$ cat src/rtl/bit_word_packer_if.sv
// Busy/vld channels of the bit-to-word packer: a 1-bit input stream and a word-wide output stream.
interface bit_word_packer_if #(
   parameter int unsigned DATA_W = 16
) ();
   localparam int unsigned NbitsW = $clog2(DATA_W + 1);

   logic              din_vld;
   logic              din_data;
   logic              din_last;
   logic              din_busy;
   logic              dout_busy;
   logic              dout_vld;
   logic [DATA_W-1:0] dout_data;
   logic              dout_last;
   logic [NbitsW-1:0] dout_nbits;

   modport master (
      output din_vld, din_data, din_last, dout_busy,
      input  din_busy, dout_vld, dout_data, dout_last, dout_nbits
   );

   modport slave (
      input  din_vld, din_data, din_last, dout_busy,
      output din_busy, dout_vld, dout_data, dout_last, dout_nbits
   );
endinterface

$ cat src/rtl/bit_word_packer.sv
// Packs a serial bit stream into DATA_W-bit words (MSB- or LSB-first) with early packet close
// and zero padding, buffering finished words in an OUT_DEPTH-entry circular queue.
module bit_word_packer #(
   parameter int unsigned DATA_W    = 16,
   parameter bit          MSB_FIRST = 1'b1,
   parameter int unsigned OUT_DEPTH = 2
) (
   input logic              clk,
   input logic              rst,
   bit_word_packer_if.slave bus
);
   localparam int unsigned CntW = $clog2(DATA_W);
   localparam int unsigned NbW  = $clog2(DATA_W + 1);
   localparam int unsigned PtrW = (OUT_DEPTH > 1) ? $clog2(OUT_DEPTH) : 1;
   localparam int unsigned OccW = $clog2(OUT_DEPTH + 1);

   logic [DATA_W-1:0] sr_q, sr_d;
   logic [CntW-1:0]   cnt_q, cnt_d;
   logic [PtrW-1:0]   wr_ptr_q, wr_ptr_d;
   logic [PtrW-1:0]   rd_ptr_q, rd_ptr_d;
   logic [OccW-1:0]   occ_q, occ_d;

   logic [DATA_W-1:0] mem_data_q  [OUT_DEPTH];
   logic [DATA_W-1:0] mem_data_d  [OUT_DEPTH];
   logic              mem_last_q  [OUT_DEPTH];
   logic              mem_last_d  [OUT_DEPTH];
   logic [NbW-1:0]    mem_nbits_q [OUT_DEPTH];
   logic [NbW-1:0]    mem_nbits_d [OUT_DEPTH];

   logic              full;
   logic              empty;
   logic              din_busy;
   logic              in_xfer;
   logic              out_xfer;
   logic              word_done;
   logic [CntW-1:0]   bit_pos;
   logic [DATA_W-1:0] word;

   function automatic logic [PtrW-1:0] ptr_inc(input logic [PtrW-1:0] p);
      return (p == PtrW'(OUT_DEPTH - 1)) ? '0 : p + PtrW'(1);
   endfunction

   // Handshake flags depend only on registered occupancy, never on dout_busy.
   assign full     = (occ_q == OccW'(OUT_DEPTH));
   assign empty    = (occ_q == '0);
   assign din_busy = rst | full;
   assign in_xfer  = bus.din_vld & ~din_busy;
   assign out_xfer = ~empty & ~bus.dout_busy;
   assign word_done = in_xfer & (bus.din_last | (cnt_q == CntW'(DATA_W - 1)));

   always_comb begin
      bit_pos = MSB_FIRST ? (CntW'(DATA_W - 1) - cnt_q) : cnt_q;
      word    = sr_q;
      word[bit_pos] = bus.din_data;
      sr_d    = sr_q;
      cnt_d   = cnt_q;
      if (in_xfer) begin
         if (word_done) begin
            sr_d  = '0;
            cnt_d = '0;
         end else begin
            sr_d  = word;
            cnt_d = cnt_q + CntW'(1);
         end
      end
   end

   always_comb begin
      mem_data_d  = mem_data_q;
      mem_last_d  = mem_last_q;
      mem_nbits_d = mem_nbits_q;
      wr_ptr_d    = wr_ptr_q;
      rd_ptr_d    = rd_ptr_q;
      occ_d       = occ_q;
      if (word_done) begin
         mem_data_d[wr_ptr_q]  = word;
         mem_last_d[wr_ptr_q]  = bus.din_last;
         mem_nbits_d[wr_ptr_q] = NbW'(cnt_q) + NbW'(1);
         wr_ptr_d              = ptr_inc(wr_ptr_q);
      end
      if (out_xfer) begin
         rd_ptr_d = ptr_inc(rd_ptr_q);
      end
      if (word_done && !out_xfer) begin
         occ_d = occ_q + OccW'(1);
      end else if (!word_done && out_xfer) begin
         occ_d = occ_q - OccW'(1);
      end
   end

   always_ff @(posedge clk) begin
      if (rst) begin
         sr_q     <= '0;
         cnt_q    <= '0;
         wr_ptr_q <= '0;
         rd_ptr_q <= '0;
         occ_q    <= '0;
      end else begin
         sr_q     <= sr_d;
         cnt_q    <= cnt_d;
         wr_ptr_q <= wr_ptr_d;
         rd_ptr_q <= rd_ptr_d;
         occ_q    <= occ_d;
      end
   end

   // Storage needs no reset: outputs are masked to zero while the queue is empty.
   always_ff @(posedge clk) begin
      mem_data_q  <= mem_data_d;
      mem_last_q  <= mem_last_d;
      mem_nbits_q <= mem_nbits_d;
   end

   assign bus.din_busy   = din_busy;
   assign bus.dout_vld   = ~empty;
   assign bus.dout_data  = empty ? '0 : mem_data_q[rd_ptr_q];
   assign bus.dout_last  = empty ? 1'b0 : mem_last_q[rd_ptr_q];
   assign bus.dout_nbits = empty ? '0 : mem_nbits_q[rd_ptr_q];

`ifndef SYNTHESIS
   a_occ_bound : assert property (@(posedge clk) disable iff (rst)
      occ_q <= OccW'(OUT_DEPTH));
   a_out_stable : assert property (@(posedge clk) disable iff (rst)
      (bus.dout_vld && bus.dout_busy) |=>
         (bus.dout_vld && $stable(bus.dout_data) && $stable(bus.dout_last)
          && $stable(bus.dout_nbits)));
`endif
endmodule

$ cat src/flat_wrapper.sv
// flat-port wrapper written by rule: the top's interface ports become plain ports
module bit_word_packer_flat 
#(
   parameter int unsigned DATA_W    = 16,
   parameter bit          MSB_FIRST = 1'b1,
   parameter int unsigned OUT_DEPTH = 2
)
  (clk, rst, bus_din_vld, bus_din_data, bus_din_last, bus_dout_busy, bus_din_busy, bus_dout_vld, bus_dout_data, bus_dout_last, bus_dout_nbits);
  bit_word_packer_if #(.DATA_W(DATA_W)) bus_i ();
  input logic clk;
  input logic rst;
  input wire logic [$bits(bus_i.din_vld)-1:0] bus_din_vld;
  input wire logic [$bits(bus_i.din_data)-1:0] bus_din_data;
  input wire logic [$bits(bus_i.din_last)-1:0] bus_din_last;
  input wire logic [$bits(bus_i.dout_busy)-1:0] bus_dout_busy;
  output wire logic [$bits(bus_i.din_busy)-1:0] bus_din_busy;
  output wire logic [$bits(bus_i.dout_vld)-1:0] bus_dout_vld;
  output wire logic [$bits(bus_i.dout_data)-1:0] bus_dout_data;
  output wire logic [$bits(bus_i.dout_last)-1:0] bus_dout_last;
  output wire logic [$bits(bus_i.dout_nbits)-1:0] bus_dout_nbits;
  assign bus_i.din_vld = bus_din_vld;
  assign bus_i.din_data = bus_din_data;
  assign bus_i.din_last = bus_din_last;
  assign bus_i.dout_busy = bus_dout_busy;
  assign bus_din_busy = bus_i.din_busy;
  assign bus_dout_vld = bus_i.dout_vld;
  assign bus_dout_data = bus_i.dout_data;
  assign bus_dout_last = bus_i.dout_last;
  assign bus_dout_nbits = bus_i.dout_nbits;
  bit_word_packer #(.DATA_W(DATA_W), .MSB_FIRST(MSB_FIRST), .OUT_DEPTH(OUT_DEPTH)) u_core (.clk(clk), .rst(rst), .bus(bus_i));
endmodule
$ cat config.mk
export PLATFORM = sky130hd
export DESIGN_NAME = bit_word_packer_flat
export DESIGN_NICKNAME = d
export VERILOG_FILES = /design/src/rtl/bit_word_packer_if.sv /design/src/rtl/bit_word_packer.sv /design/src/flat_wrapper.sv
export SDC_FILE = /design/constraint.sdc
export NUM_CORES = 1
export LEC_CHECK = 0
export CAP_MARGIN = 20
export CORE_AREA = 2 2 81 83
export DETAILED_ROUTE_END_ITERATION = 16
export DIE_AREA = 0 0 83 85
export PLACE_DENSITY_LB_ADDON = 0.15
export REMOVE_ABC_BUFFERS = 1
export SYNTH_ARGS = -nofsm -noshare
export SYNTH_HDL_FRONTEND = slang
export SYNTH_SLANG_ARGS = --single-unit
$ cat constraint.sdc
create_clock -name clk -period 3.23 [get_ports clk]
set_input_delay 0.646 -clock clk [delete_from_list [all_inputs] [get_ports clk]]
set_output_delay 0.646 -clock clk [all_outputs]
set_load 0.01 [all_outputs]
**Word-level counts from Yosys, hierarchy flattened**

Index checks and enable logic that the tools add are counted.

- Register bits after elaboration: 68
- Output and inout port bits: 24

- Reductions and logical operators: 8
- Magnitude comparators: 5
- Bitwise operators: 10
- Equal/unequal tests: 2
- Add/subtract/negate cells: 7
- Muxes and demuxes: 30

Operator list:

| operator | count |
|---|---|
| 16-bit two-way mux | 6 |
| 32-bit bitwise mux | 1 |
| 5-bit two-way mux | 5 |
| 16-bit bitwise mux | 1 |
| 16-bit demux with 1-bit select | 1 |
| 10-bit bitwise mux | 1 |
| 1-bit two-way mux | 8 |
| 4-bit by 1-bit adder with 5-bit output (second input constant) | 1 |
| 5-bit demux with 1-bit select | 1 |
| 4-bit by 5-bit less-than comparator with 1-bit output (second input constant) | 1 |
| 4-bit by 1-bit adder with 4-bit output (second input constant) | 1 |
| 1-bit demux with 4-bit select | 1 |
| 4-bit equality test (second input constant) | 1 |
| 2-bit >= comparator (second input constant) | 2 |
| 4-bit by 1-bit >= comparator with 1-bit output (second input constant) | 1 |
| 1-bit logical AND | 4 |
| 2-bit two-way mux | 2 |
| 4-bit two-way mux | 1 |
| 1-bit NOT with 2-bit output | 2 |
| 4-bit subtractor (first input constant) | 1 |
| 1-bit bitwise AND | 3 |
| 1-bit NOT | 3 |
| 1-bit adder (second input constant) | 2 |
| 2-bit by 1-bit adder with 2-bit output (second input constant) | 1 |
| other kinds (9) | 11 |

**Longest topological paths before layout**

- Word-level depth: 9
- Depth in mapped cells: 8

**Worst setup path before layout**

OpenSTA, ideal clock, no wires.

- Kind: input -> register
- From: input port rst
- To: register u_core.mem_data_q[16] in the netlist's numbering, enable pin
- Slack: -21 ps
- Stages: 5
- Setup time: 429 ps
- Data arrival time: 2822 ps
- Data required time: 2801 ps
- Path through: buf_2 -> nor2b_2 -> nand2_2 -> buf_2 -> nor3_1

- Longest elaborated chain between the ends: 4

RTL lines:

| item | RTL line | source |
|---|---|---|
| start: declaration | flat_wrapper.sv:11 | `input logic rst;` |
| 1-bit OR | bit_word_packer.sv:46 | `assign din_busy = rst \| full;` |
| 1-bit NOT | bit_word_packer.sv:47 | `assign in_xfer = bus.din_vld & ~din_busy;` |
| 1-bit bitwise AND | bit_word_packer.sv:47 |  |
| 1-bit bitwise AND | bit_word_packer.sv:49 | `assign word_done = in_xfer & (bus.din_last \| (cnt_q == CntW'(DATA_W - 1)));` |
| end signal: assignment | bit_word_packer.sv:109 | `mem_data_q <= mem_data_d;` |
| end: declaration | bit_word_packer.sv:23 | `logic [DATA_W-1:0] mem_data_q [OUT_DEPTH];` |

No other way between the ends.
A chain may end at the register's enable or synchronous reset.

**Worst setup path in the final report**

- From: input port rst
- To: output port bus_din_busy

- Longest elaborated chain between the ends: 1

RTL lines:

| item | RTL line | source |
|---|---|---|
| 1-bit OR | bit_word_packer.sv:46 |  |
| end: declaration | flat_wrapper.sv:16 | `output wire logic [$bits(bus_i.din_busy)-1:0] bus_din_busy;` |

No other way between the ends.

==> results <==
- The run finished with clean final reports.
- Max-cap violations in this run came to 0.
- The wire length of the first global-routing pass is roughly 8900 um.
- The detail route stage leaves a number of antenna-violating nets equal to 0.
- The total detailed-routing wirelength is approximately 5200 um.
- The cell that appears most often on the critical path is sky130_fd_sc_hd__clkdlybuf4s50_1.
- The first-pass detailed-route iteration total is 4.
- Traced cell by cell, the critical path runs through clkdlybuf4s50_1 -> clkinv_1 -> nand2_1 -> clkdlybuf4s50_1.
- The netlist uses 36 different library cells.
- The net count of the finished layout is around 270.
- The core region is 6205 sq um.
- The number of global-route vias before repair was approximately 1800.
- The post-route total power is approximately 2.6 mW.
- The class of the tightest hold or removal check is reg -> reg.
- The worst setup path is launched from an input pin.
- The largest individual stage delay along the critical path comes from the cell sky130_fd_sc_hd__clkdlybuf4s50_1.
- The growth of design area from synthesis to finish is 18.87%.
- Static timing analysis puts the maximum clock frequency at ~370 MHz.
- After detailed routing, the number of vias per cell comes to roughly 5.3.
- The clock transition at the registers of the reported paths is 0.07 ns.
- The startpoint identified for the worst hold timing path is u_core.sr_q[14].
- The mean cell area of the mapped netlist is between 10 and 15 sq um.
- The critical path buffer and inverter count is 3.
- The TritonCTS clock tree is done.
- The number of buffers inserted for hold repair after clock tree synthesis is 0.
- During synthesis, Yosys emitted a total of 0 warnings.
- For this run, the total global-route usage over all layers was measured as 0.1642.
- Entering global routing, the biggest net connects 24 pins.
- The die is approximately 83 um wide.
- The final worst-path cycle share is 0.8445.
- The worst path arrival time is 2.08 ns.
- The worst register-to-register path begins at u_core.cnt_q[3].
- STA classifies the critical path endpoint as a primary output.
- The root buffer cell is sky130_fd_sc_hd__clkbuf_8.
- The final setup skew is about 0.0075 ns.
- The leakage power figure is 1.270 nW.
- The max-slew violation count is 0.
- The time the worst path needs with I/O delays and setup is around 2.7 ns.
- The total overflow left after global routing is 0.
- Setup total negative slack on the finished layout was measured at 0 ns.
- The critical path data required time is between 2 and 3 ns.
- Along the worst path, the maximum fanout reaches 10.
- After synthesis the cells add up to between 3000 and 4000 sq um.
- For the worst-skew pair, the clock arrives at the later sink with an insertion delay of roughly 0.34 ns.
- For this run, the register share of the synthesized area comes to 0.5945.
- The clock net sink count is slightly below 70.
- Measured in cells, the most critical reg-to-reg path has a length of 5.
- The count of input and output buffers is 29.
- Counting instances, the worst hold path has a depth of 1.
- The largest incremental delay on the critical path is roughly 0.7 ns.
- The slew at the pin with the worst max-slew slack is 0.7363 ns.
- The initial antenna violation count is 0.
- Setup violations remaining at the end of the flow were counted as 0.
- The HPWL after detailed placement is ~3200 um.
- In this run, post-CTS repair resized a total of 0 instances.
- Synthesis inferred 68 register bits.
- The number of diodes added for antenna fixing is 0.
- The effective utilization at floorplan is 0.4884.
- In this run the core area contains 29 standard-cell rows.
- Counting along the longest clock path gives a buffer depth of 2.
- The worst setup path is of the in -> out kind.
- In the routed design, unresolved DRC markers number 0.
- The floorplan step defined a die boundary enclosing 7055 sq um.
- After detailed placement, the design holds a cell count of about 320.
- Setup repair after global routing left no endpoint under its margin.
- The average detailed-routed wire length per instance is roughly 16 um.
- Of the cells placed in the final design, the portion with a size suffix greater than 1 is 0.1654.
- After clock tree synthesis, the setup repair step added 0 buffers.
- The layout has between 500 and 600 filler cells.
- For this design the top-level I/O count stands at 30.
- The hold violation total from the final report was 0.
- The worst ir drop on vdd is 0.0005997 V.
- The endpoint identified for the worst register-to-register timing path is u_core.occ_q[1].
- From bottom edge to top edge, the die measures between 80 and 90 um.
- The family of cells with the greatest summed delay on the critical path is buffers and inverters.
- In this run the register-to-register setup slack is between 0.9 and 1 ns.
- The number of instances in the synthesized netlist is between 200 and 250.
- For this run, the number of standard cells in the final layout without fillers is 337.
- The via count is 1793.
- At the end of routability-driven placement, the weighted congestion stood at 0.7226.
- The worst slew slack as a fraction of its limit is 0.5085.
- The H-tree generated during clock tree synthesis spans 3 levels.
- For this design the ratio of total power to cell area is just over 700 nW/um^2.
- TritonCTS created 9 clock buffers.
- The number of design-rule violations left by the first detailed-router iteration is 93.
- The end of the worst hold path is u_core.sr_q[14].
==> cells by family (layout without fill, tap and decap cells) <==
family	count (synthesis)	count (layout)	synth area share
XOR/XNOR	5	5	0.01445
adder cells (fa/ha/maj)	5	5	0.02064
AND/OR/NAND/NOR	60	60	0.1061
flip-flops	68	68	0.5946
multiplexers	39	39	0.1466
buffers and inverters	20	57	0.04128
AO/OA/AOI/OAI	26	26	0.07638
==> layout by cell type (no fill, tap or decap), types with 4 or more instances in the layout <==
cell type and count:
sky130_fd_sc_hd__a21oi_1 4, sky130_fd_sc_hd__a32o_1 16, sky130_fd_sc_hd__buf_4 8, sky130_fd_sc_hd__clkbuf_8 9
sky130_fd_sc_hd__clkdlybuf4s50_1 29, sky130_fd_sc_hd__dfxtp_1 24, sky130_fd_sc_hd__edfxtp_1 44, sky130_fd_sc_hd__ha_1 5
sky130_fd_sc_hd__mux2_2 7, sky130_fd_sc_hd__mux2_4 9, sky130_fd_sc_hd__mux2i_1 23, sky130_fd_sc_hd__nand3_1 4
sky130_fd_sc_hd__nand3b_1 8, sky130_fd_sc_hd__nor2_1 27, sky130_fd_sc_hd__nor3b_1 5, sky130_fd_sc_hd__xor2_1 4
==> cell type report <==
| cell class | instances | area, sq um | share of cell area |
|---|---|---|---|
| flip-flops and latches | 68 | 1802 | 0.5002 |
| repair buffers | 37 | 350.3 | 0.09726 |
| clock buffers | 10 | 127.6 | 0.03543 |
| well taps | 77 | 96.34 | 0.02675 |
| multi-input cells | 135 | 1109 | 0.3077 |
| clock inverters | 6 | 102.6 | 0.02848 |
| inverters | 4 | 15.01 | 0.004168 |
==> sequential cells by signal (all words and copies together) (netlist names) <==
name and cells:
u_core.mem_data_q 32, u_core.sr_q 16, u_core.mem_nbits_q 10, u_core.cnt_q 4, u_core.mem_last_q 2, u_core.occ_q 2
u_core.rd_ptr_q 1, u_core.wr_ptr_q 1
==> Yosys cell counts <==
cell / n / area (sq um)
sky130_fd_sc_hd__edfxtp_1: 44 / 1321
sky130_fd_sc_hd__nor2_1: 27 / 101.4
sky130_fd_sc_hd__dfxtp_1: 24 / 480.5
sky130_fd_sc_hd__mux2i_1: 23 / 230.2
sky130_fd_sc_hd__a32o_1: 16 / 160.2
sky130_fd_sc_hd__mux2_4: 9 / 135.1
sky130_fd_sc_hd__nand3b_1: 8 / 60.06
sky130_fd_sc_hd__mux2_2: 7 / 78.83
sky130_fd_sc_hd__buf_6: 5 / 56.30
sky130_fd_sc_hd__clkbuf_1: 5 / 18.77
sky130_fd_sc_hd__ha_1: 5 / 62.56
sky130_fd_sc_hd__nor3b_1: 5 / 37.54
sky130_fd_sc_hd__a21oi_1: 4 / 20.02
sky130_fd_sc_hd__buf_2: 4 / 20.02
sky130_fd_sc_hd__nand3_1: 4 / 20.02
sky130_fd_sc_hd__xor2_1: 4 / 35.03
sky130_fd_sc_hd__inv_1: 3 / 11.26
sky130_fd_sc_hd__nand4_1: 3 / 18.77
sky130_fd_sc_hd__o21ai_0: 3 / 15.01
sky130_fd_sc_hd__and3_1: 2 / 12.51
sky130_fd_sc_hd__buf_4: 2 / 15.01
sky130_fd_sc_hd__nand2_1: 2 / 7.510
sky130_fd_sc_hd__a31oi_4: 1 / 21.27
sky130_fd_sc_hd__and2_1: 1 / 6.260
sky130_fd_sc_hd__clkinv_1: 1 / 3.750
sky130_fd_sc_hd__nand2_2: 1 / 6.260
sky130_fd_sc_hd__nand2b_1: 1 / 6.260
sky130_fd_sc_hd__nand2b_2: 1 / 8.760
sky130_fd_sc_hd__nor2b_1: 1 / 6.260
sky130_fd_sc_hd__nor2b_2: 1 / 8.760
sky130_fd_sc_hd__nor3_1: 1 / 5.000
sky130_fd_sc_hd__nor3_2: 1 / 10.01
sky130_fd_sc_hd__o21bai_1: 1 / 7.510
sky130_fd_sc_hd__o31ai_1: 1 / 7.510
sky130_fd_sc_hd__or3_1: 1 / 6.260
sky130_fd_sc_hd__xnor2_1: 1 / 8.760
==> per-layer routing <==
metal / vias to the layer above / wire [um] / global-route usage
met5: - / 0 / 0
met4: 0 / 84 / 0.07601
met3: 8 / 191 / 0.04669
met2: 34 / 2540 / 0.2632
met1: 855 / 2407 / 0.2078
li1: 896 / - / -
==> stage by stage <==
stage	util	worst slack (ns)	hold WS, ns	area [sq um]
after global placement	0.5435	0.5353	0.4702	3372
final	0.5806	0.5023	0.4909	3602
after CTS	0.5806	0.4825	0.4943	3602
after floorplan	-	0.2064	0.4516	2920
after detailed placement	0.5435	0.4894	0.4780	3372
after global routing	0.5806	0.3501	0.5139	3602
==> where the power goes <==
part | total, mW | internal (mW) | leakage (nW) | switching, mW
clock network | 0.806 | 0.506 | 0.115 | 0.299
registers | 0.994 | 0.965 | 0.599 | 0.0294
logic | 0.762 | 0.385 | 0.555 | 0.377
==> how the worst max path moves through the flow <==
| stage | slack (ns) | depth (start not counted) | end | from |
|---|---|---|---|---|
| finish | 0.50 | 4 | bus_din_busy | rst |
| global route | 0.35 | 4 | bus_din_busy | rst |
| CTS | 0.48 | 4 | bus_din_busy | rst |
| detailed placement | 0.49 | 6 | u_core.occ_q[1] | rst |
| global placement | 0.54 | 4 | bus_din_busy | rst |
| floorplan | 0.21 | 3 | u_core.mem_data_q[16] | bus_din_vld |
Note: power is estimated with default switching activity, not from simulation.
